<file path="config.mk">
export PLATFORM = sky130hd
export DESIGN_NAME = pc_gen_ras_stage
export DESIGN_NICKNAME = d
export VERILOG_FILES = /design/src/rtl/mmm_pkg.sv /design/src/rtl/ras.sv /design/src/rtl/pc_gen_ras_stage.sv
export SDC_FILE = /design/constraint.sdc
export NUM_CORES = 1
export LEC_CHECK = 0
export CAP_MARGIN = 20
export CORE_MARGIN = 2
export CORE_UTILIZATION = 38
export DETAILED_ROUTE_END_ITERATION = 8
export PLACE_DENSITY = 0.58
export SLEW_MARGIN = 10
export SYNTH_ARGS = -nofsm -noshare
export SYNTH_HDL_FRONTEND = slang
export SYNTH_HIERARCHICAL = 1
export SYNTH_SLANG_ARGS = --single-unit
</file>
<file path="constraint.sdc">
create_clock -name clk_i -period 5.7 [get_ports clk_i]
set_clock_uncertainty 0.15 [all_clocks]
set_input_delay 1.14 -clock clk_i [delete_from_list [all_inputs] [get_ports clk_i]]
set_output_delay 1.14 -clock clk_i [all_outputs]
set_load 0.1 [all_outputs]
</file>
<file path="src/rtl/mmm_pkg.sv">
// Shared constants, next-PC source encoding and sizing helpers for the
// PC generator with return address stack.
package mmm_pkg;

  localparam int XLEN = 32;
  localparam int ILEN = 32;
  localparam logic [XLEN-1:0] BOOT_PC = 32'h0000_1000;

  typedef enum logic [2:0] {
    EXCEPT,
    MISPRED,
    RAS,
    PRED,
    SEQ,
    HOLD
  } next_pc_sel_t;

  // Slot index width; a single-wide fetch still carries a 1-bit slot.
  function automatic int slot_w(input int fetch_width);
    return (fetch_width > 1) ? $clog2(fetch_width) : 1;
  endfunction

endpackage

</file>
<file path="src/rtl/ras.sv">
// Circular return address stack: the top pointer wraps, the count saturates
// at RAS_DEPTH, and a push into a full stack overwrites the oldest entry.
module ras #(
  parameter int RAS_DEPTH = 8,
  parameter int XLEN      = 32
) (
  input  logic            clk_i,
  input  logic            rst_i,
  input  logic            push_i,
  input  logic            pop_i,
  input  logic            flush_i,
  input  logic [XLEN-1:0] push_addr_i,
  output logic [XLEN-1:0] top_o,
  output logic            empty_o,
  output logic            full_o
);

  localparam int PTR_W = $clog2(RAS_DEPTH);
  localparam int CNT_W = $clog2(RAS_DEPTH + 1);

  logic [XLEN-1:0]  r_mem [RAS_DEPTH];
  logic [PTR_W-1:0] r_top;
  logic [CNT_W-1:0] r_count;

  logic             w_do_pop;
  logic [PTR_W-1:0] w_push_ptr;

  assign empty_o  = (r_count == '0);
  assign full_o   = (r_count == CNT_W'(RAS_DEPTH));
  assign top_o    = r_mem[r_top];
  assign w_do_pop = pop_i && !empty_o;
  // Pop-then-push lands on the current top slot, replacing it in place.
  assign w_push_ptr = w_do_pop ? r_top : r_top + PTR_W'(1);

  // NOTE: sequential state uses non-blocking assignments so every register
  // samples the pre-edge values of the others.
  always_ff @(posedge clk_i or posedge rst_i) begin
    if (rst_i) begin
      r_top   <= '0;
      r_count <= '0;
    end else if (flush_i) begin
      r_top   <= '0;
      r_count <= '0;
    end else if (push_i && !w_do_pop) begin
      r_top <= w_push_ptr;
      if (!full_o) r_count <= r_count + CNT_W'(1);
    end else if (w_do_pop && !push_i) begin
      r_top   <= r_top - PTR_W'(1);
      r_count <= r_count - CNT_W'(1);
    end
  end

  // NOTE: the entry array has no reset; the count alone defines which
  // entries are meaningful, so clearing the storage would buy nothing.
  always_ff @(posedge clk_i) begin
    if (push_i && !flush_i) r_mem[w_push_ptr] <= push_addr_i;
  end

endmodule

</file>
<file path="src/rtl/pc_gen_ras_stage.sv">
// Fetch-block PC generator: prioritised next-PC mux over exception,
// misprediction, RAS, BTB and sequential sources, with a valid/ready output.
module pc_gen_ras_stage
  import mmm_pkg::*;
#(
  parameter int FETCH_WIDTH = 2,
  parameter int RAS_DEPTH   = 8
) (
  input  logic                             clk_i,
  input  logic                             rst_i,
  input  logic                             except_i,
  input  logic [XLEN-1:0]                  except_pc_i,
  input  logic                             res_valid_i,
  input  logic                             res_mispredict_i,
  input  logic                             res_taken_i,
  input  logic [XLEN-1:0]                  res_pc_i,
  input  logic [XLEN-1:0]                  res_target_i,
  input  logic                             pred_taken_i,
  input  logic [XLEN-1:0]                  pred_target_i,
  input  logic [slot_w(FETCH_WIDTH)-1:0]   pred_slot_i,
  input  logic                             pred_call_i,
  input  logic                             pred_ret_i,
  input  logic                             fetch_ready_i,
  output logic                             valid_o,
  output logic [XLEN-1:0]                  pc_o,
  output logic                             flush_o
);

  localparam logic [XLEN-1:0] INSN_BYTES  = XLEN'(ILEN / 8);
  localparam logic [XLEN-1:0] BLOCK_BYTES = XLEN'(FETCH_WIDTH * ILEN / 8);
  localparam logic [XLEN-1:0] ALIGN_MASK  = ~(BLOCK_BYTES - XLEN'(1));

  logic [XLEN-1:0] r_pc;
  logic            r_valid;
  logic            r_flush;

  logic            w_fire;
  logic            w_mispred;
  logic            w_redirect;
  logic [XLEN-1:0] w_aligned;
  logic [XLEN-1:0] w_push_addr;
  logic [XLEN-1:0] w_mispred_pc;
  logic [XLEN-1:0] w_ras_top;
  logic            w_ras_empty;
  logic            w_ras_full;
  next_pc_sel_t    w_sel;
  logic [XLEN-1:0] w_next_pc;

  assign w_fire       = r_valid && fetch_ready_i;
  assign w_mispred    = res_valid_i && res_mispredict_i;
  assign w_redirect   = except_i || w_mispred;
  assign w_aligned    = r_pc & ALIGN_MASK;
  assign w_push_addr  = w_aligned + (XLEN'(pred_slot_i) + XLEN'(1)) * INSN_BYTES;
  assign w_mispred_pc = res_taken_i ? res_target_i : res_pc_i + INSN_BYTES;

  // Redirects squash the RAS side effects of a coincident fire.
  ras #(
    .RAS_DEPTH (RAS_DEPTH),
    .XLEN      (XLEN)
  ) u_ras (
    .clk_i       (clk_i),
    .rst_i       (rst_i),
    .push_i      (w_fire && pred_call_i && !w_redirect),
    .pop_i       (w_fire && pred_ret_i && !w_redirect),
    .flush_i     (w_redirect),
    .push_addr_i (w_push_addr),
    .top_o       (w_ras_top),
    .empty_o     (w_ras_empty),
    .full_o      (w_ras_full)
  );

  // NOTE: every always_comb output gets a default first so no path through
  // the if-chain can leave a latch behind.
  always_comb begin
    w_sel = HOLD;
    if      (except_i)                w_sel = EXCEPT;
    else if (w_mispred)               w_sel = MISPRED;
    else if (w_fire && pred_ret_i)    w_sel = RAS;
    else if (w_fire && pred_taken_i)  w_sel = PRED;
    else if (w_fire)                  w_sel = SEQ;
  end

  always_comb begin
    w_next_pc = r_pc;
    case (w_sel)
      EXCEPT:  w_next_pc = except_pc_i;
      MISPRED: w_next_pc = w_mispred_pc;
      RAS:     w_next_pc = w_ras_empty ? pred_target_i : w_ras_top;
      PRED:    w_next_pc = pred_target_i;
      SEQ:     w_next_pc = w_aligned + BLOCK_BYTES;
      default: w_next_pc = r_pc;
    endcase
  end

  always_ff @(posedge clk_i or posedge rst_i) begin
    if (rst_i) begin
      r_pc    <= BOOT_PC;
      r_valid <= 1'b0;
      r_flush <= 1'b0;
    end else begin
      r_pc    <= w_next_pc;
      r_valid <= 1'b1;
      r_flush <= w_redirect;
    end
  end

  assign pc_o    = r_pc;
  assign valid_o = r_valid;
  assign flush_o = r_flush;

endmodule
</file>
==> run_results.csv <==
group,metric,value,unit
grt,grt_pass1_vias,9668,
pwr,leakage,0.00561,uW
sta,report.final.slew_viol_count,0,
logic_synthesis,synth_mux_area_share,13.1,%
clock_tree,post-cts-setup-buffer-count,0,
grt,grt_first_pass_wirelength,64000,um
logic_synthesis,synth-seq-cells,297,
detailed_routing,finalWirelength,44300,um
clock_tree,h-tree-depth,1,
die,std_cell_rows,71,
placed_design,gp_congestion,0.859,
logic_synthesis,synth-adder-area-share,0.860,%
clock_tree,tritoncts_num_sinks,297,
critical_path,timing.critical_path.fanout_max,32,
clock_tree,tritoncts,"done",
clock_tree,cts_resized,0,
layout,utilization,46.9,%
detailed_routing,avgViaCountPerCell,5.63,
logic_synthesis,yosys.cell_types.count,74,
hold_path,holdPathEnd,"pc_o[0]$_DFFE_PP0P_",
critical_path,cp_data_required_time,5.74,ns
logic_synthesis,synth_top_family_by_area,"multiplexers",
hold_path,min_delay_path_depth,2,
logic_synthesis,synth_enable_flop_cells,256,
clock_tree,clock_path_buffers,3,
die,ios,173,
detailed_routing,route.antenna.remaining_nets,0,
critical_path,r2r_slack,2.25,ns
sta,worst-slew-pin-transition,1.07,ns
layout,layout_commonest_cell,"edfxtp_1",
placed_design,pre_cts_slack,1.18,ns
clock_tree,clk_pin_slew_worst_paths,0.07,ns
logic_synthesis,share_of_the_synthesized_area_in_compound_gates_ao_oa_aoi_oai,8.43,%
pwr,p_per_area,288,mW/mm2
grt,remaining_global_route_overflow,0,
sta,timing.final.ws_setup,1.72,ns
logic_synthesis,post_synth_inst_count,1023,
layout,area_delta_synth_final,21.6,%
critical_path,cp_common_cell,"buf_4",
hold_path,min-delay-path-class,"flip-flop to flip-flop",
detailed_routing,drtIter0Drc,811,
detailed_routing,detailroute.via_count,9729,
critical_path,critical-path-max-stage-delay,0.52,ns
logic_synthesis,syn-mean-instance-area,14.2,um2
sta,rsz0062_at_grt,"false",
hold_path,holdCritStartpoint,"pc_o[0]$_DFFE_PP0P_",
critical_path,rr_startpoint,"u_ras/r_top[0]$_DFFE_PP0P_",
sta,min_period_over_period,69.8,%
layout,layout_common_cells,"edfxtp_1, clkdlybuf4s50_1, mux4_2, nand2_1, o21ai_0",
placed_design,io_buffer_count,172,
logic_synthesis,ys_warn_count,6,
logic_synthesis,synth_simple_gate_area_share,9.08,%
critical_path,cp.arrival,4.01,ns
logic_synthesis,dominantRegCellSynth,"edfxtp_1",
die,die-width,200,um
critical_path,cp_top_family,"buffers and inverters",
critical_path,crit-reg2reg-capture,"pc_o[13]$_DFFE_PP0P_",
critical_path,path_cells,"clkdlybuf4s50_1 > nand2_1 > or2_2 > nor2_1 > o41a_1 > buf_4 > inv_1 > or3_1 > o22ai_4 > buf_4",
clock_tree,cts_inserted_buffers,29,
critical_path,r2r.worst_path.cells,7,
layout,drive_gt1_share,16.4,%
grt,antenna_found_initial,0,
grt,global_route.usage.total,22.1,%
die,floorplan.initialDensity,38.6,%
die,die_h,200,um
critical_path,worst_path_bufs_invs,4,
critical_path,critPathCaptureType,"flip-flop",
layout,antenna_cells,0,
run,max_cap_viol_count,0,
critical_path,timing.critical_path.from_type,"input port",
clock_tree,number_of_hold_repair_buffers_added_at_the_cts_stage,0,
die,die_area,0.0399,mm2
logic_synthesis,netlist_area,0.0145,mm2
critical_path,critPathSlowestCell,"clkdlybuf4s50_1",
detailed_routing,drcViolationCount,0,
die,area_of_the_core_region,0.0377,mm2
logic_synthesis,part_of_the_yosys_area_used_for_sequential_elements,59.9,%
logic_synthesis,synthArstFlopShare,13.8,%
detailed_routing,routed_wire_length_per_instance,25.6,um
logic_synthesis,synth-xor-area-share,4.88,%
sta,slew_headroom,28.4,%
placed_design,dp_hpwl,30700,um
sta,setup_viol_count_final,0,
layout,final_net_count,1344,
status,status,"complete, no violations",
sta,min_period,3.98,ns
grt,grt_start_max_net_pins,40,
sta,totalNegativeSetupSlack,0,ns
sta,timing_hold_violations_final,0,
clock_tree,insertion_delay,0.56,ns
critical_path,critical_path_start_end_classification,"input port to flip-flop",
pwr,ir_worst_vdd,0.258,mV
sta,max_freq,251,MHz
clock_tree,cts-root-buf,"clkbuf_16",
detailed_routing,detailedRoute.firstPassIterationCount,7,
[area by class of cell]
cell class	count	area (um2)
multi-input cells	652	5470
repair buffers	199	1930
clock buffers	37	756
flip-flops and latches	297	8720
fillers	3372	20000
well taps	511	639
inverters	16	60.1
clock inverters	16	108
[per-layer routing]
metal / GRT usage, % / part of all wire [%] / wire, um / vias to the layer above
met2: 36.3 / 49 / 21600 / 360
met4: 5.40 / 2.4 / 1070 / 0
met1: 30.6 / 42 / 18500 / 4955
met5: 0 / 0 / 0 / -
li1: - / - / - / 4362
met3: 3.66 / 6.9 / 3070 / 52
[worst register-to-register path: cells and delay by family (launching register included)]
kind | cells | cell delay [ns]
flops | 1 | 0.90
compound gates | 4 | 0.88
mux | 2 | 0.85
buf+inv | 1 | 0.54
[flip-flops by register name, summed over array words and instances (netlist names)]
name / cells
u_ras/r_mem: 256
u_ras/r_count: 4
valid_o: 1
pc_o: 32
u_ras/r_top: 3
flush_o: 1
[worst max-delay path by stage]
stage	startpoint	endpoint	cells past startpoint
after floorplan	res_valid_i	u_ras/r_mem[6][0]$_DFFE_PP_	8
after global placement	fetch_ready_i	u_ras/r_mem[2][0]$_DFFE_PP_	10
after detailed placement	fetch_ready_i	u_ras/r_mem[3][0]$_DFFE_PP_	10
after CTS	fetch_ready_i	u_ras/r_mem[2][16]$_DFFE_PP_	10
after global routing	fetch_ready_i	u_ras/r_mem[1][16]$_DFFE_PP_	11
final	fetch_ready_i	u_ras/r_mem[2][0]$_DFFE_PP_	10
[cell usage after synthesis, drive strengths merged (7+ instances only)]
cell    number  area share (%)
o211ai       7            0.36
a21o         9            0.46
ha          10            0.86
nand3       42             1.4
a221oi      12            0.72
nand4       28             1.4
xnor2       44             2.6
mux2        36             2.8
buf         21            0.83
a21oi       33             1.1
a31oi       14            0.60
nor4        10            0.43
xor2        37             2.2
dfrtp       40             6.9
clkbuf      46             1.7
nand2       58             1.5
inv         15            0.39
a22oi       21             1.1
nor3        18            0.73
o21ai       51             1.8
mux4        64             9.9
nor2        46             1.2
and3        12            0.54
o22ai       24             1.0
or3          7            0.34
edfxtp     256              53
[through the flow]
step	hold WS, ns	area, um2	total power [uW]	cells
3_3_place_gp	0.408	16800	3340	1674
3_5_place_dp	0.400	16800	3340	1674
4_1_cts	0.416	17700	5120	1727
5_1_grt	0.492	17700	5260	1728
6_report	0.419	17700	5090	1728
2_1_floorplan	0.398	14600	3050	1038
[logic make-up after synthesis]
family                     count (synthesis)
xor gates and xnor gates                  81
other                                      2
and+or+nand+nor                          247
buffers and inverters                     89
DFF                                      297
muxes                                    106
AOI/OAI and AO/OA                        191
adders and majority gates                 10
[power by group]
part / total (uW) / internal (uW) / switching (uW)
Clock: 1790 / 979 / 810
Combinational: 760 / 258 / 502
Sequential: 2540 / 2440 / 100
Total: 5090 / 3680 / 1410
Power figures use the tool's default switching activity.
